===== src/rtl/qoa_sample_fifo_pwm.sv =====
// Sample FIFO plus PWM DAC for decoded QOA PCM. Samples are buffered and drained
// one per PWM sample period; each sample sets the PWM duty cycle.
module qoa_sample_fifo_pwm #(
  parameter int unsigned DEPTH    = 8,
  parameter int unsigned PWM_BITS = 8,
  parameter int unsigned REPEAT   = 1
) (
  input  logic                     sys_clk,
  input  logic                     sys_rst,
  input  logic                     enable,
  input  logic [15:0]              sample_in,
  input  logic                     sample_valid,
  input  logic                     clear_flags,
  output logic                     fifo_full,
  output logic                     fifo_empty,
  output logic [$clog2(DEPTH):0]   level,
  output logic                     overflow,
  output logic                     underrun,
  output logic                     pwm_out
);

  localparam int unsigned AW = $clog2(DEPTH);
  localparam int unsigned LW = AW + 1;
  localparam int unsigned RW = (REPEAT > 1) ? $clog2(REPEAT) : 1;

  localparam logic [PWM_BITS-1:0] CNT_LAST = {PWM_BITS{1'b1}};
  localparam logic [PWM_BITS-1:0] DUTY_MID = {1'b1, {(PWM_BITS-1){1'b0}}};
  localparam logic [RW-1:0]       REP_LAST = RW'(REPEAT - 1);
  localparam logic [LW-1:0]       LVL_FULL = LW'(DEPTH);

  // Entries hold the already-converted duty value, not the raw sample.
  logic [PWM_BITS-1:0] mem [DEPTH];
  logic [AW-1:0]       wptr;
  logic [AW-1:0]       rptr;
  logic [PWM_BITS-1:0] cnt;
  logic [RW-1:0]       rep;
  logic [PWM_BITS-1:0] duty;

  logic                boundary_c;
  logic                pop_c;
  logic                push_c;
  logic                drop_c;
  logic [LW-1:0]       level_next_c;
  logic [PWM_BITS-1:0] duty_in_c;
  logic                unused_lsbs;

  // Signed to offset-binary by truncation to the top PWM_BITS bits.
  assign duty_in_c   = {~sample_in[15], sample_in[14 -: PWM_BITS-1]};
  assign unused_lsbs = ^sample_in[15-PWM_BITS:0];

  assign boundary_c = enable && (cnt == CNT_LAST) && (rep == REP_LAST);
  assign pop_c      = boundary_c && !fifo_empty;
  assign push_c     = sample_valid && ((level != LVL_FULL) || pop_c);
  assign drop_c     = sample_valid && !push_c;

  always_comb begin
    level_next_c = level;
    case ({push_c, pop_c})
      2'b10:   level_next_c = level + 1'b1;
      2'b01:   level_next_c = level - 1'b1;
      default: level_next_c = level;
    endcase
  end

  // Storage array carries no reset; the pointers define what is valid.
  always_ff @(posedge sys_clk) begin
    if (push_c && !sys_rst) begin
      mem[wptr] <= duty_in_c;
    end
  end

  always_ff @(posedge sys_clk) begin
    if (sys_rst) begin
      wptr       <= '0;
      rptr       <= '0;
      level      <= '0;
      fifo_full  <= 1'b0;
      fifo_empty <= 1'b1;
      cnt        <= '0;
      rep        <= '0;
      duty       <= DUTY_MID;
      overflow   <= 1'b0;
      underrun   <= 1'b0;
      pwm_out    <= 1'b0;
    end else begin
      if (push_c) begin
        wptr <= wptr + 1'b1;
      end
      if (pop_c) begin
        rptr <= rptr + 1'b1;
        duty <= mem[rptr];
      end
      level      <= level_next_c;
      fifo_full  <= (level_next_c == LVL_FULL);
      fifo_empty <= (level_next_c == '0);

      // Period counters only run while enabled; re-enable starts at cnt=0.
      if (enable) begin
        cnt <= cnt + 1'b1;
        if (cnt == CNT_LAST) begin
          rep <= (rep == REP_LAST) ? '0 : rep + 1'b1;
        end
      end else begin
        cnt <= '0;
        rep <= '0;
      end

      // Set beats clear when both happen in the same cycle.
      overflow <= drop_c | (overflow & ~clear_flags);
      underrun <= (boundary_c & fifo_empty) | (underrun & ~clear_flags);
      pwm_out  <= enable & (cnt < duty);
    end
  end

endmodule


===== config.mk =====
export PLATFORM = sky130hd
export DESIGN_NAME = qoa_sample_fifo_pwm
export DESIGN_NICKNAME = d
export VERILOG_FILES = /design/src/rtl/qoa_sample_fifo_pwm.sv
export SDC_FILE = /design/constraint.sdc
export NUM_CORES = 1
export LEC_CHECK = 0
export CAP_MARGIN = 20
export CORE_ASPECT_RATIO = 0.75
export CORE_MARGIN = 8
export CORE_UTILIZATION = 45
export CTS_BUF_LIST = sky130_fd_sc_hd__clkbuf_4
export DETAILED_ROUTE_END_ITERATION = 7
export DONT_BUFFER_PORTS = 1
export SLEW_MARGIN = 20
export SYNTH_ARGS = -nofsm -noshare
export SYNTH_HDL_FRONTEND = slang
export SYNTH_SLANG_ARGS = --single-unit
export TNS_END_PERCENT = 30

===== constraint.sdc =====
create_clock -name sys_clk -period 4.2 [get_ports sys_clk]
set_input_delay 0.84 -clock sys_clk [delete_from_list [all_inputs] [get_ports sys_clk]]
set_output_delay 0.84 -clock sys_clk [all_outputs]
set_load 0.005 [all_outputs]

==> results.yml <==
clocking:
  root_buffer: "clkbuf_4"
  cts_tree: "yes"
  cts_buffers: 9
  cts_setup_buffers: 0
  cts_hold_buffers: 0
  post_cts_resized: 0
  clockBufferDepth: 2
  htree_num_levels: 3
  path_clk_slew_ns: 0.14
  insertion_delay_ns: 0.45
  cts.sinks: 95
synth:
  ys_top_cells_by_area: "edfxtp_1 (48%), dfxtp_1 (15%), mux4_2 (9.0%)"
  synth-seq-cells: 95
  synthXorXnorAreaFrac_pct: 1.75
  synth_compound_area_share_pct: 7.21
  synth_top_cell_by_area: "edfxtp_1"
  synth_edf_count: 64
  synthAdderAreaFrac_pct: 4.56
  synth_cell_types: 47
  yosysTopAreaCellShare_pct: 47.9
  synth_mux_area_share_pct: 12.1
  synth_area_sq_um: 4010
  synthCells: 264
  synthSimpleGateAreaFrac_pct: 8.17
  ys_seq_area_share_pct: 63.4
  synth_nets: 299
  ys.flop_type: "edfxtp_1"
  synth-warning-count: 0
  synth_top_family_by_area: "multiplexers"
  async_flop_share_pct: 0
  avgSynthCellArea_sq_um: 15.2
timing:
  finalWorstSetupSlack_ns: 0.935
  drv_slew: 0
  clock-skew-final_ns: 0.0133
  timing.slew.headroom_pct: 39.9
  hold_violations: 0
  setup_viol: 0
  finalCritPeriodShare_pct: 77.7
  min_period_ns: 3.27
  fmax_mhz: 306
  worst_pin_slew_ns: 0.899
  tns_ns: 0
  rsz0062_at_grt: "false"
power:
  power_frac_comb_pct: 2.5
  switching_share_pct: 18.5
  leakage_uw: 0.00144
  cellPowerDensity_nw_per_um2: 406
  ir_drop_mv: 0.248
  p_seq_share_pct: 57.6
  p_sw_uw: 328
  internal-power_uw: 1450
  pwr-share-clk_pct: 39.9
status:
  outcome: "completed"
place:
  gp_congestion: 0.764
  post-dp-hpwl_mm: 4.79
  pre_cts_slack_ns: 0.885
  dp_cells: 369
  numPortBuffers: 0
drt:
  wl_met1_mm: 3.52
  drtIter0Drc: 138
  dr_wl_met2_mm: 3.18
  wl_per_cell_um: 18.4
  vias: 2095
  ant_nets: 0
  dr.pass1.iters: 4
  wl_met3_um: 267
  drc: 0
  top_layer: "met4"
  via_per_inst: 5.46
  wl_mm: 7.08
finish:
  syn_to_final_growth_pct: 8.99
  fin_nets: 307
  diodes: 0
  drive_above_1_share_pct: 21.0
  fin_cells: 384
  multi_input_area_sq_um: 1360
  ff_latch_area_sq_um: 2540
  fillerInstances: 726
die:
  core_area_sq_um: 8560
  die_area_sq_um: 12200
  die_h_um: 97.8
  rows: 29
  die_w_um: 125
  initial_core_util_pct: 46.8
  ios: 30
worst_setup_path:
  endpoint_kind: "flip-flop"
  path_class: "reg2reg"
  arrival_ns: 3.62
  worstPathRequired_ns: 4.55
  crit_path_start_kind: "flip-flop"
  crit_fanout: 5
global_routing:
  grt_pass1_vias: 2147
  grt_pass1_wl_mm: 11.5
  grt-ovfl-total: 0
  grt_max_degree: 24
  track_usage_pct: 12.3
  antenna_found_initial: 0
job:
  maxCapViolCount: 0
hold_path:
  hold_path.class: "in2reg"
## through the flow
stage	hold slack [ns]	utilization, %	total power (uW)	area (sq um)
floorplan	0.433	-	1080	4010
global placement	0.456	48.4	1090	4150
detailed placement	0.460	48.4	1090	4150
CTS	0.399	51.0	1800	4370
global route	0.386	51.0	1840	4370
finish	0.450	51.0	1780	4370
## state kept, by name, summed over array words and instances (netlist names)
| register | count |
|---|---|
| rptr | 3 |
| duty | 8 |
| overflow | 1 |
| level | 4 |
| pwm_out | 1 |
| fifo_empty | 1 |
| wptr | 3 |
| cnt | 8 |
| fifo_full | 1 |
| underrun | 1 |
| mem | 64 |
## logic make-up after synthesis
| family | count (synthesis) |
|---|---|
| AOI/OAI and AO/OA | 34 |
| xor gates and xnor gates | 8 |
| adders and majority gates | 14 |
| buffers and inverters | 23 |
| DFF | 95 |
| muxes | 28 |
| and+or+nand+nor | 62 |
## power by group through the flow
stage               logic, uW  clock network (uW)  registers (uW)
finish                   43.6                 710            1020
floorplan                35.8                   0            1040
global placement         43.8                   0            1040
CTS                      44.5                 733            1020
detailed placement       44.6                   0            1040
global route             50.1                 769            1030
## layout by cell type, fill, tap and decap left out, types with 6 or more instances in the layout
| cell type | netlist | routed |
|---|---|---|
| a211oi_2 | 7 | 7 |
| a21oi_1 | 7 | 7 |
| buf_4 | 1 | 7 |
| clkbuf_4 | 0 | 9 |
| dfxtp_1 | 31 | 31 |
| edfxtp_1 | 64 | 64 |
| ha_1 | 13 | 13 |
| inv_1 | 11 | 11 |
| mux2i_1 | 11 | 11 |
| mux4_2 | 16 | 16 |
| nand2_1 | 7 | 7 |
| nand3_1 | 6 | 6 |
| nor2_1 | 26 | 26 |
## synth_stat cells, types with 3 or more instances
library cell and n:
edfxtp_1 64, dfxtp_1 31, nor2_1 26, mux4_2 16, ha_1 13, inv_1 11, mux2i_1 11, a211oi_2 7
a21oi_1 7, nand2_1 7, nand3_1 6, nor3_1 5, xor2_1 5, and3_1 3, clkbuf_1 3, o21ai_0 3
xnor2_1 3
## layout make-up
| cell class | instances | area share (%) |
|---|---|---|
| multi-input cells | 146 | 31.1 |
| repair buffers | 7 | 1.20 |
| inverters | 13 | 1.23 |
| clock inverters | 6 | 3.61 |
| flip-flops and latches | 95 | 58.2 |
| well taps | 108 | 3.09 |
| clock buffers | 9 | 1.55 |
## routing by layer
metal	vias up	track usage (%)
li1	1022	-
met1	1036	16.3
met2	26	18.4
met3	11	4.07
met4	0	4.76
met5	-	0
## worst paths after layout
| path | startpoint | endpoint | slack (ns) | cells after the start |
|---|---|---|---|---|
| setup / recovery | cnt[0] | fifo_empty | 0.93 | 11 |
| hold / removal | sys_rst | duty[6] | 0.45 | 1 |
| setup reg to reg | cnt[0] | fifo_empty | 0.93 | 11 |
| hold reg to reg | cnt[0] | cnt[0] | 0.49 | 1 |
## critical path, cell delays in order, from the launching register on
cell      delay [ns]
dfxtp_1         0.41
ha_1            0.23
nand3_2         0.14
or4_4           0.61
a21boi_4        0.20
inv_2           0.10
ha_1            0.27
ha_1            0.35
a21oi_1         0.09
a211o_1         0.34
and3_1          0.18
o31ai_1         0.25
(Power assumes the default switching activity.)
